<file path="config.mk">
export PLATFORM = sky130hd
export DESIGN_NAME = rv32m_seq_divider
export DESIGN_NICKNAME = d
export VERILOG_FILES = /design/src/rtl/rv32m_seq_divider.sv
export SDC_FILE = /design/constraint.sdc
export NUM_CORES = 1
export LEC_CHECK = 0
export BUFFER_PORTS_ARGS = -buffer_cell sky130_fd_sc_hd__buf_2
export CORE_MARGIN = 2
export CORE_UTILIZATION = 55
export DETAILED_ROUTE_END_ITERATION = 16
export GPL_ROUTABILITY_DRIVEN = 0
export PLACE_DENSITY = 0.75
export SYNTH_ARGS = -nofsm -noshare
export SYNTH_HDL_FRONTEND = slang
export SYNTH_SLANG_ARGS = --single-unit
</file>
<file path="constraint.sdc">
create_clock -name clk -period 6.3 [get_ports clk]
set_input_delay 1.26 -clock clk [delete_from_list [all_inputs] [get_ports clk]]
set_output_delay 1.26 -clock clk [all_outputs]
set_load 0.03 [all_outputs]
</file>
<file path="src/rtl/rv32m_seq_divider.sv">
// Radix-2 restoring divider for RV32M DIV/DIVU/REM/REMU: XLEN+1 cycles to done, 1 cycle for /0 and overflow.
// Issuer stalls on busy; start is ignored while busy; rst/flush abort with no done pulse.
module rv32m_seq_divider #(
  parameter int XLEN = 32
) (
  input  logic            clk,
  input  logic            rst,
  input  logic            start,
  input  logic [1:0]      op,
  input  logic            flush,
  input  logic [XLEN-1:0] dividend,
  input  logic [XLEN-1:0] divisor,
  output logic            busy,
  output logic            done,
  output logic [XLEN-1:0] result
);
  localparam int CW = $clog2(XLEN);
  localparam logic [1:0] IDLE = 2'd0;
  localparam logic [1:0] RUN  = 2'd1;
  localparam logic [1:0] FIX  = 2'd2;
  localparam logic [XLEN-1:0] MIN_NEG = {1'b1, {(XLEN-1){1'b0}}};

  logic [1:0]      state;
  logic [CW-1:0]   cnt;
  logic            is_rem;
  logic            neg_quo;
  logic            neg_rem;
  logic [XLEN-1:0] quo;
  logic [XLEN-1:0] rem;
  logic [XLEN-1:0] dsor;

  logic            sgn_op;
  logic            a_neg;
  logic            b_neg;
  logic            div0;
  logic            ovf;
  logic [XLEN-1:0] a_mag;
  logic [XLEN-1:0] b_mag;
  logic [XLEN:0]   shifted;
  logic [XLEN:0]   trial;

  // Shifted partial remainder needs one extra bit: it can reach 2*|divisor|-1.
  always_comb begin
    sgn_op  = ~op[0];
    a_neg   = sgn_op & dividend[XLEN-1];
    b_neg   = sgn_op & divisor[XLEN-1];
    a_mag   = a_neg ? -dividend : dividend;
    b_mag   = b_neg ? -divisor : divisor;
    div0    = (divisor == '0);
    ovf     = sgn_op && (dividend == MIN_NEG) && (divisor == '1);
    shifted = {rem, quo[XLEN-1]};
    trial   = shifted - {1'b0, dsor};
  end

  always_ff @(posedge clk) begin
    done <= 1'b0;
    if (rst || flush) begin
      state <= IDLE;
      cnt   <= '0;
      busy  <= 1'b0;
      if (rst) begin
        result  <= '0;
        quo     <= '0;
        rem     <= '0;
        dsor    <= '0;
        is_rem  <= 1'b0;
        neg_quo <= 1'b0;
        neg_rem <= 1'b0;
      end
    end else begin
      case (state)
        IDLE: begin
          if (start) begin
            is_rem <= op[1];
            busy   <= 1'b1;
            // Special cases preload final values so FIX handles every path alike.
            if (div0) begin
              quo     <= '1;
              rem     <= dividend;
              neg_quo <= 1'b0;
              neg_rem <= 1'b0;
              state   <= FIX;
            end else if (ovf) begin
              quo     <= MIN_NEG;
              rem     <= '0;
              neg_quo <= 1'b0;
              neg_rem <= 1'b0;
              state   <= FIX;
            end else begin
              quo     <= a_mag;
              rem     <= '0;
              dsor    <= b_mag;
              neg_quo <= a_neg ^ b_neg;
              neg_rem <= a_neg;
              cnt     <= CW'(XLEN-1);
              state   <= RUN;
            end
          end
        end
        RUN: begin
          if (!trial[XLEN]) begin
            rem <= trial[XLEN-1:0];
            quo <= {quo[XLEN-2:0], 1'b1};
          end else begin
            rem <= shifted[XLEN-1:0];
            quo <= {quo[XLEN-2:0], 1'b0};
          end
          if (cnt == '0) begin
            state <= FIX;
          end else begin
            cnt <= cnt - 1'b1;
          end
        end
        FIX: begin
          if (is_rem) begin
            result <= neg_rem ? -rem : rem;
          end else begin
            result <= neg_quo ? -quo : quo;
          end
          done  <= 1'b1;
          busy  <= 1'b0;
          state <= IDLE;
        end
        default: state <= IDLE;
      endcase
    end
  end
endmodule

</file>
### After elaboration in Yosys (flattened, before gate mapping)

Cells that the tools add are included.

| word-level totals | value |
|---|---|
| logic and storage cells | 104 |
| register bits after elaboration | 140 |
| input port bits | 70 |

| operators by class | value |
|---|---|
| muxes and demuxes | 51 |
| eq/ne operators | 13 |
| reduce and logical (&&, ||, !) cells | 19 |
| add/subtract/negate cells | 6 |
| bitwise operators | 4 |

Operators with widths:

| cell | count |
|---|---|
| $mux 32 | 21 |
| $neg 32->32 | 4 |
| $pmux 32 s2 | 2 |
| $eq 32x32->1 const B | 2 |
| $sub 33x32->33 | 1 |
| $logic_not 32->1 | 1 |
| $mux 5 | 4 |
| $mux 1 | 17 |
| $ne 2x2->1 const B | 6 |
| $pmux 5 s2 | 1 |
| $reduce_and 5->1 | 2 |
| $reduce_bool 2->1 | 5 |
| $mux 2 | 4 |
| $reduce_and 2->1 | 3 |
| $reduce_and 3->1 | 2 |
| $logic_not 5->1 | 1 |
| $sub 5x1->5 const B | 1 |
| $ne 2x1->1 const B | 2 |
| $pmux 2 s2 | 1 |
| $ne 3x3->1 const B | 1 |
| $reduce_bool 3->1 | 1 |
| $and 1x1->1 | 2 |
| $eq 2x1->1 const B | 1 |
| $eq 2x2->1 const B | 1 |
| other kinds (6) | 7 |

### Longest topological paths before layout

Gate-level depths: netlist of run 1.

| depth | value |
|---|---|
| word-level depth | 8 |
| depth in mapped cells | 13 |

### Worst setup path after synthesis of run 1

Ideal clock, no wire load.

| path | value |
|---|---|
| kind | input port to flip-flop |
| start point | in start |
| end point | reg quo[0] (enable) |
| path slack | -308 ps |
| arrival time | 6,026 ps |
| data required time | 5,718 ps |
| stages | 2 |
| library setup time | 582 ps |
| cell sequence | nor2_1 -> o31ai_1 |

| on the way | value |
|---|---|
| longest elaborated chain between the ends | 2 |

RTL lines:

| item | line | RTL |
|---|---|---|
| start: declaration | 8 | `input logic start,` |
| $ne 3x3->1 (no source line) | -- |  |
| $reduce_and 3->1 (no source line) | -- |  |
| end signal: assignment | 90 | `quo <= a_mag;` |
| end signal: assignment | 103 | `quo <= {quo[XLEN-2:0], 1'b1};` |
| end signal: assignment | 106 | `quo <= {quo[XLEN-2:0], 1'b0};` |
| end: declaration | 28 | `logic [XLEN-1:0] quo;` |

No other way between the ends.
A chain may end at the register's enable or synchronous reset.

### Worst setup path after layout of run 1

| path | value |
|---|---|
| start point | reg quo[31] |
| end point | reg rem[24] (data pin) |

| on the way | value |
|---|---|
| longest elaborated chain between the ends | 4 |

RTL lines:

| item | line | RTL |
|---|---|---|
| $sub 33x32->33 | 52 | `trial = shifted - {1'b0, dsor};` |
| $mux 32 | 101 | `if (!trial[XLEN]) begin` |
| $pmux 32 s2 | 71 | `case (state)` |
| $mux 32 | 57 | `if (rst \|\| flush) begin` |
| end signal: assignment | 79 | `rem <= dividend;` |
| end signal: assignment | 102 | `rem <= trial[XLEN-1:0];` |
| end signal: assignment | 105 | `rem <= shifted[XLEN-1:0];` |
| end: declaration | 29 | `logic [XLEN-1:0] rem;` |

No other way between the ends.

==> results of run 1 <==
==> cell families after synthesis <==
logic type               synth area share [%]
AND/OR/NAND/NOR                          17.3
AO/OA/AOI/OAI                            20.7
XOR/XNOR                                 12.0
flip-flops                               38.6
buffers and inverters                    4.33
adder cells (fa/ha/maj)                  4.77
multiplexers                             2.35
==> cell type report <==
| cell class | instances | area [um^2] |
|---|---|---|
| clock buffers | 17 | 425 |
| multi-input cells | 914 | 6090 |
| fillers | 1622 | 6910 |
| clock inverters | 15 | 143 |
| flip-flops and latches | 140 | 4110 |
| repair buffers | 117 | 621 |
| inverters | 54 | 203 |
| well taps | 260 | 325 |
==> per-stage QoR <==
stage               power (W)  hold WS [ps]  setup slack (ps)
global placement      0.00191           467              2100
detailed placement    0.00192           481              1980
finish                0.00290           497              2150
CTS                   0.00289           492              2240
global route          0.00301           511              1970
floorplan             0.00172           450              1700
==> synthesized netlist by cell type (all sizes together), types with 5 or more instances <==
cell type    n  area (um^2)
ha          39          488
xor2        68          596
a311oi       6         52.6
o41ai       12          113
o21a        10         75.1
a21oi       67          335
nor2       127          479
xnor2       75          683
mux2i       25          250
nor4        14          121
and2         5         33.8
nand2b       8         52.6
a32oi        9         78.8
inv         54          203
nor3        22          120
a211oi      29          218
nand4       14         87.6
a21o        15          113
nor2b       10         62.6
buf         11         63.8
o21ai       92          460
or3         22          143
dfxtp        9          180
edfxtp     131         3930
a31oi       20          125
nand3       10         50.1
or2          6         37.5
clkbuf      52          195
or4         18          146
nand2       94          358
o31ai       39          313
o22ai       23          144
==> report_power, final <==
group	switching (W)	internal [W]
Sequential	0.0000645	0.00110
Clock	0.000434	0.000549
Combinational	0.000461	0.000291
Total	0.000959	0.00194
==> registers in the layout (all words and copies together), names as in the netlist <==
name / flops
is_rem: 1
busy: 1
done: 1
cnt: 5
neg_rem: 1
neg_quo: 1
result: 32
quo: 32
state: 2
dsor: 32
rem: 32
==> path summary, 6_finish.rpt <==
| path | to |
|---|---|
| hold reg to reg | cnt[4] |
| hold / removal | cnt[4] |
| setup reg to reg | rem[24] |
| setup / recovery | rem[24] |
==> critical path, stage by stage, from the launching register on <==
cell                        delay (ps)
sky130_fd_sc_hd__edfxtp_1          360
sky130_fd_sc_hd__inv_1             260
sky130_fd_sc_hd__ha_1              250
sky130_fd_sc_hd__fa_1              210
sky130_fd_sc_hd__nor2b_1            70
sky130_fd_sc_hd__o31a_1            270
sky130_fd_sc_hd__o31a_1            310
sky130_fd_sc_hd__a211o_1           400
sky130_fd_sc_hd__a2111oi_4         380
sky130_fd_sc_hd__nor2_2            140
sky130_fd_sc_hd__xnor2_4           800
sky130_fd_sc_hd__nand2_2           310
sky130_fd_sc_hd__o21ai_1           240
==> layer usage <==
metal / up-vias / part of all wire [%] / global-route usage [%]
met5: - / 0.044 / 0
met3: 87 / 7.6 / 5.80
met4: 2 / 3.7 / 11.5
li1: 4484 / - / -
met2: 456 / 49 / 51.1
met1: 4651 / 39 / 36.8
==> metrics.txt, run 1 <==
post-synthesis instance total=roughly 1,200; CP startpoint=quo[31]; vias per cell=6.38; Min Clock Period, post-route=4150 ps; TritonCTS clock tree=built; critical path capture point type=flip-flop; setup repair after global routing missed its margin=no; Worst Hold Path Cells=2; count of input and output buffers=103; Pre-antenna DRT Iters=6; wire length of the first global-routing pass=around 47,000 um; Tightest Pin Transition=between 1000 and 1500 ps; flip-flop cell with the highest count after synthesis=sky130_fd_sc_hd__edfxtp_1; final setup fails=0; syn nets=about 1,300; CTS root buf=sky130_fd_sc_hd__clkbuf_16; final worst path period share=65.8%; number of flip-flops and latches in the synthesized netlist=140; Die Ht=143 um; top achievable clock speed=approximately 240 MHz; number of cells upsized or downsized after cts=0; critical path class=reg -> reg; worst-path maximum fanout=23; insertion delay of the later-clocked pin in the worst-skew pair=about 440 ps; status=complete, no violations; post-CTS setup buffer count=0; post-detailed-route wirelength per cell=19.7 um; total clock sinks=140; worst hold start=cnt[4]; initial standard-cell utilization of the core=56.6%; Clock Pin Slew Worst Setup and Hold Paths=~60 ps; number of library cell types mapped by synthesis=slightly above 70; residual DRC count=0; Worst Path Arrival=4420 ps; HPWL after detailed placement=21,900 um; cell area reported after detailed placement=about 11,000 um^2; Slew Viols, Final=0; required time of the worst setup path=between 6000 and 7000 ps; Slew HR=between 20 and 30%; Critical Path Source Type=flip-flop; Worst R2R Setup Slack=between 2000 and 2500 ps; count of hold-fix buffers inserted at cts=0; IO Pins=104; worst-case clock buffer depth=2; placement row count=50; total routing resource utilization after global routing=about 30%; largest net degree at the start of global routing=58; number of buffers created by CTS=17; CORE AREA=between 15,000 and 20,000 um^2; area added between synthesis and finish=11.9%; setup clock skew after layout=around 8.8 ps; placed instance count=between 1,000 and 1,500; Overflow after GRT=0; maximum vdd ir drop=around 0.2 mV; area of the die=just over 20,000 um^2; number of global-route vias before repair=around 9,100; Detailed Route WL=just under 30,000 um; Final Non-Filler Cells=about 1,500; n_diodes=0; depth of the most critical reg-to-reg path=12; leakage power total=4.52 nW; DR iter-0 viols=932; Cell Area, Synth=between 10,000 and 15,000 um^2; via total after detailed routing=about 9,700; number of violations of the max-capacitance limit=0; final-report hold violation count=0; number of warning messages in the yosys log=0; Fin Setup TNS=0 ps; post-route core utilization=63.3%; net total in the final layout=1,354; count of H-tree levels built during CTS=4; leading cell type in the layout, fill and taps excluded=sky130_fd_sc_hd__edfxtp_1; Horiz. Die Dim=approximately 140 um; Design Area, Final=between 10,000 and 15,000 um^2; EDFF count, synth=between 100 and 150; commonest cells after routing, fill and taps aside=sky130_fd_sc_hd__edfxtp_1, sky130_fd_sc_hd__nor2_1, sky130_fd_sc_hd__buf_2; PwrDens=approximately 240 nW/um^2; async set-or-reset flop fraction in the synthesized netlist=0%; sequential cell area fraction in the yosys report=38.6%; mean post-synth cell area=slightly above 9 um^2; number of nets with antenna violations after detailed routing=0; initial antenna violation count=1; path category of the worst min-delay check=reg -> reg; startpoint of the most critical register-to-register path=quo[31]; layout cells sized above 1=between 10 and 15%
Note: power is estimated with default switching activity, not from simulation.
==> run 2, diff against run 1 <==
--- a/config.mk
+++ b/config.mk
@@ -10,7 +10,7 @@
 export CORE_UTILIZATION = 55
 export DETAILED_ROUTE_END_ITERATION = 16
 export GPL_ROUTABILITY_DRIVEN = 0
-export PLACE_DENSITY = 0.75
+export PLACE_DENSITY = 0.72
 export SYNTH_ARGS = -nofsm -noshare
 export SYNTH_HDL_FRONTEND = slang
 export SYNTH_SLANG_ARGS = --single-unit
==> constraint.sdc (replaced) <==
create_clock -name clk -period 3.9 [get_ports clk]
set_input_delay 0.78 -clock clk [delete_from_list [all_inputs] [get_ports clk]]
set_output_delay 0.78 -clock clk [all_outputs]
set_load 0.03 [all_outputs]
==> run 2 against run 1 <==
Core utilization is 1.2 points higher; maximum frequency is 13% higher; count of clock-buffer cells in the layout up 1; clock skew up 0.64 ps; sequential power up 62%; combinational power is 63% higher; largest cell class unchanged.
==> metrics.txt, run 2 (same netlist as run 1, synthesis figures left out) <==
insertion delay of the later-clocked pin in the worst-skew pair=approximately 430 ps; critical path, cell by cell=inv_1 -> ha_1 -> fa_1 -> nor2b_1 -> o31a_1 -> o31a_1 -> a211o_1 -> a2111oi_4 -> nor2_2 -> xnor2_2 -> mux2i_1 -> a211o_1; number of cells upsized or downsized after cts=0; final setup fails=0; placed instance count=1,502; Pre-antenna DRT Iters=8; status=complete, no violations; setup clock skew after layout=about 9.4 ps; Design Area, Final=12,100 um^2; initial antenna violation count=0; Min Clock Period, post-route=approximately 3700 ps; count of input and output buffers=103; final-report hold violation count=0; number of global-route vias before repair=~9,000; residual DRC count=0; HPWL after detailed placement=22,200 um; n_diodes=0; via total after detailed routing=between 9,000 and 10,000; maximum vdd ir drop=roughly 0.35 mV; worst-case clock buffer depth=2; worst-path maximum fanout=5; top achievable clock speed=272 MHz; cell area reported after detailed placement=about 11,000 um^2; critical path class=reg -> reg; required time of the worst setup path=approximately 4100 ps; Critical Path Source Type=flip-flop; highest-delay cell along the critical path=sky130_fd_sc_hd__a211o_1; wire length of the first global-routing pass=approximately 47,000 um; Detailed Route WL=between 20,000 and 30,000 um; layout cells sized above 1=roughly 15%; post-CTS setup buffer count=0; IO Pins=104; final worst hold slack=just under 500 ps; initial standard-cell utilization of the core=56.6%; crit-path max cell delay=around 410 ps; number of nets with antenna violations after detailed routing=0; FILL cells=around 1,600; Overflow after GRT=0; Die Ht=about 140 um; path category of the worst min-delay check=reg -> reg; count of H-tree levels built during CTS=4; Worst Path Arrival=around 3900 ps; setup repair after global routing missed its margin=no; vias per cell=~6.2; PwrDens=a little over 400 nW/um^2; leakage power total=around 4.7 nW; Final Non-Filler Cells=1,534; number of violations of the max-capacitance limit=0; commonest cells after routing, fill and taps aside=sky130_fd_sc_hd__edfxtp_1, sky130_fd_sc_hd__nor2_1, sky130_fd_sc_hd__buf_2; area added between synthesis and finish=14.0%; number of buffers created by CTS=17; Slew HR=32.2%; CTS root buf=sky130_fd_sc_hd__clkbuf_16; area of the die=between 20,000 and 25,000 um^2; Horiz. Die Dim=around 140 um; net total in the final layout=between 1,000 and 1,500; CORE AREA=between 15,000 and 20,000 um^2; Slew Viols, Final=0; total clock sinks=140; largest net degree at the start of global routing=between 40 and 50; post-route core utilization=64.5%; final worst path period share=94.2%; Tightest Pin Transition=~1000 ps; DR iter-0 viols=slightly above 1,000; critical path capture point type=flip-flop; leading cell type in the layout, fill and taps excluded=sky130_fd_sc_hd__edfxtp_1; post-detailed-route wirelength per cell=19.3 um; placement row count=50; Clock Pin Slew Worst Setup and Hold Paths=about 60 ps; count of hold-fix buffers inserted at cts=0; total routing resource utilization after global routing=slightly below 30%; TritonCTS clock tree=built; Fin Setup TNS=0 ps
-- run 2: layout make-up --
type | instances | area (um^2) | share of cell area [%]
multi-input cells | 914 | 6090 | 50.2
flip-flops and latches | 140 | 4110 | 33.9
repair buffers | 134 | 761 | 6.27
clock buffers | 18 | 429 | 3.53
well taps | 260 | 325 | 2.68
clock inverters | 14 | 218 | 1.79
inverters | 54 | 203 | 1.67
-- run 2: worst paths after layout --
check	slack [ps]	from	end	cells past startpoint
setup / recovery	230	quo[31]	rem[31]	12
hold / removal	490	cnt[4]	cnt[4]	2
setup reg to reg	230	quo[31]	rem[31]	12
hold reg to reg	490	cnt[4]	cnt[4]	2
-- run 2: through the flow --
stage          setup WS (ps)  total power, W
3_3_place_gp             335         0.00310
2_1_floorplan            253         0.00277
4_1_cts                  246         0.00492
3_5_place_dp             263         0.00312
6_report                 228         0.00493
5_1_grt                 96.8         0.00512
-- run 2: critical path, delay by kind of cell (launching register included) --
family                   cells  cell delay, ps
flip-flops                   1             360
buffers and inverters        1             210
AO/OA/AOI/OAI                5            1670
AND/OR/NAND/NOR              2             210
multiplexers                 1             140
adder cells (fa/ha/maj)      2             460
XOR/XNOR                     1             360
-- run 2: where the power goes --
part	switching, W	internal (W)	total (W)
logic	0.000741	0.000491	0.00123
clock network	0.000676	0.00114	0.00181
registers	0.000110	0.00177	0.00188
total	0.00153	0.00340	0.00493
-- run 2: per-layer routing --
| layer | GRT usage (%) | vias up | part of all wire (%) |
|---|---|---|---|
| li1 | - | 4520 | - |
| met2 | 49.3 | 390 | 49 |
| met1 | 37.7 | 4539 | 41 |
| met4 | 12.8 | 0 | 3.8 |
| met3 | 4.93 | 64 | 7.0 |
| met5 | 0 | - | 0 |
==> run 3, diff against run 2 <==
--- a/config.mk
+++ b/config.mk
@@ -10,6 +10,8 @@
 export CORE_UTILIZATION = 55
 export DETAILED_ROUTE_END_ITERATION = 16
 export GPL_ROUTABILITY_DRIVEN = 0
+export GPL_TIMING_DRIVEN = 0
+export MAX_ROUTING_LAYER = met4
 export PLACE_DENSITY = 0.72
 export SYNTH_ARGS = -nofsm -noshare
 export SYNTH_HDL_FRONTEND = slang
==> run 3 against run 2 <==
Die area unchanged; global-route usage rose by 3.0 points; worst setup slack worse by 58 ps; sequential share of layout area fell by 0.094 points; count of clock-buffer cells in the layout is 2 higher; final cell count grew 2.5%; power shrank 3.2%; core utilization up 0.18 points; clock power decreased by 12%; first-iteration DRC count fell by 1.4%; clock skew shrank 3.2 ps; cell area grew 0.28%; critical path type is now in -> reg; largest power group unchanged; highest routed layer unchanged.
==> metrics.txt, run 3 (same netlist as run 1, synthesis figures left out) <==
status=complete, no violations; final setup fails=0; critical path capture point type=flip-flop; commonest cells after routing, fill and taps aside=sky130_fd_sc_hd__edfxtp_1, sky130_fd_sc_hd__nor2_1, sky130_fd_sc_hd__buf_2; CORE AREA=18,800 um^2; via total after detailed routing=~10,000; count of hold-fix buffers inserted at cts=0; area of the die=approximately 20,000 um^2; DR iter-0 viols=around 1,000; vias per cell=roughly 6.3; setup repair after global routing missed its margin=no; Combinational Power Share=27.1%; net total in the final layout=approximately 1,400; Detailed Route WL=between 30,000 and 40,000 um; HPWL after detailed placement=24,400 um; initial standard-cell utilization of the core=a little under three fifths; cell area reported after detailed placement=between 10,000 and 15,000 um^2; Final Non-Filler Cells=1,572; number of buffers created by CTS=17; n_diodes=0; number of global-route vias before repair=between 9,000 and 10,000; proportion of power drawn by the clock network=between 30% and 40%; sequential share of power=between 30% and 40%; Slew HR=between 20 and 30%; FILL cells=approximately 1,600; placement row count=50; NetSw=roughly 0.0015 W; Slew Viols, Final=0; wire length of the first global-routing pass=around 49,000 um; Min Clock Period, post-route=3730 ps; Critical Path Source Type=primary input; largest net degree at the start of global routing=33; PwrDens=between 300 and 400 nW/um^2; insertion delay of the later-clocked pin in the worst-skew pair=roughly 430 ps; Design Area, Final=12,200 um^2; post-route core utilization=about 65%; area added between synthesis and finish=14.3%; maximum vdd ir drop=0.301 mV; count of H-tree levels built during CTS=4; Die Ht=143 um; top achievable clock speed=between 200 and 300 MHz; required time of the worst setup path=between 3000 and 4000 ps; total routing resource utilization after global routing=about 32%; switching power share of the total=between 30% and 40%; placed instance count=approximately 1,500; leakage power total=around 4.6 nW; number of violations of the max-capacitance limit=0; residual DRC count=0; worst-path maximum fanout=32; final-report hold violation count=0; path category of the worst min-delay check=reg -> reg; Horiz. Die Dim=about 140 um; leading cell type in the layout, fill and taps excluded=sky130_fd_sc_hd__edfxtp_1; post-detailed-route wirelength per cell=20.2 um; TritonCTS clock tree=built; Overflow after GRT=0; IO Pins=between 100 and 150; setup clock skew after layout=~6 ps; CTS root buf=sky130_fd_sc_hd__clkbuf_16; worst-case clock buffer depth=2; Worst Path Arrival=3720 ps; total clock sinks=140; initial antenna violation count=0; number of nets with antenna violations after detailed routing=0; critical path class=in -> reg; layout cells sized above 1=13.8%; count of input and output buffers=around 100; Power Internal=around 0.0032 W; Pre-antenna DRT Iters=7; final worst path period share=95.6%; Clock Pin Slew Worst Setup and Hold Paths=approximately 60 ps; Tightest Pin Transition=1070 ps
-- run 3: layout make-up --
cell class / count / area [um^2] / area share [%]
inverters: 54 / 203 / 1.66
clock buffers: 20 / 457 / 3.75
plain buffers: 63 / 259 / 2.13
clock inverters: 12 / 121 / 0.997
multi-input cells: 914 / 6100 / 50.1
repair buffers: 109 / 596 / 4.89
well taps: 260 / 325 / 2.67
flip-flops and latches: 140 / 4110 / 33.8
-- run 3: routing by layer --
metal | track usage [%] | vias up | wire length (um)
li1 | - | 4597 | -
met1 | 41.9 | 4741 | 12800
met2 | 49.0 | 555 | 14400
met3 | 7.75 | 85 | 3200
met4 | 14.1 | 0 | 1380
met5 | - | - | 0
-- run 3: final timing paths --
| path | from | to | slack [ps] | cells past startpoint |
|---|---|---|---|---|
| worst max register to register | quo[31] | rem[2] | 200 | 13 |
| worst min register to register | cnt[3] | cnt[3] | 490 | 1 |
| worst min-delay path | cnt[3] | cnt[3] | 490 | 1 |
| worst max-delay path | divisor[2] | dsor[10] | 170 | 9 |
-- run 3: worst max-delay path: stages --
cell                       delay, ps
sky130_fd_sc_hd__buf_2           130
sky130_fd_sc_hd__or4_1           600
sky130_fd_sc_hd__nor3_1          530
sky130_fd_sc_hd__nand4b_1        240
sky130_fd_sc_hd__or3_1           350
sky130_fd_sc_hd__clkbuf_1        260
sky130_fd_sc_hd__and2_4          270
sky130_fd_sc_hd__nand2_1          80
sky130_fd_sc_hd__nand2_2         440
-- run 3: through the flow --
| stage | setup WS [ps] | TNS (ps) | hold WS, ps | total power (W) |
|---|---|---|---|---|
| after floorplan | 253 | 0 | 450 | 0.00277 |
| after detailed placement | -971 | -31500 | 473 | 0.00315 |
| after CTS | 112 | 0 | 484 | 0.00474 |
| after global routing | 30.8 | 0 | 505 | 0.00497 |
| after global placement | -852 | -27210 | 462 | 0.00312 |
| final | 170 | 0 | 488 | 0.00477 |
-- run 3: what timing repair did --
action	4_1_cts	5_1_grt
resized for setup	2	1
setup buffers	0	3
pin swaps	0	2
cloned	0	0
setup endpoints to repair	32	25
-- run 3: power groups by stage --
stage,Clock (W),Sequential (W),Combinational [W]
floorplan,0,0.00192,0.000852
global placement,0,0.00190,0.00122
detailed placement,0,0.00190,0.00124
CTS,0.00161,0.00187,0.00126
global route,0.00168,0.00188,0.00141
finish,0.00160,0.00187,0.00129
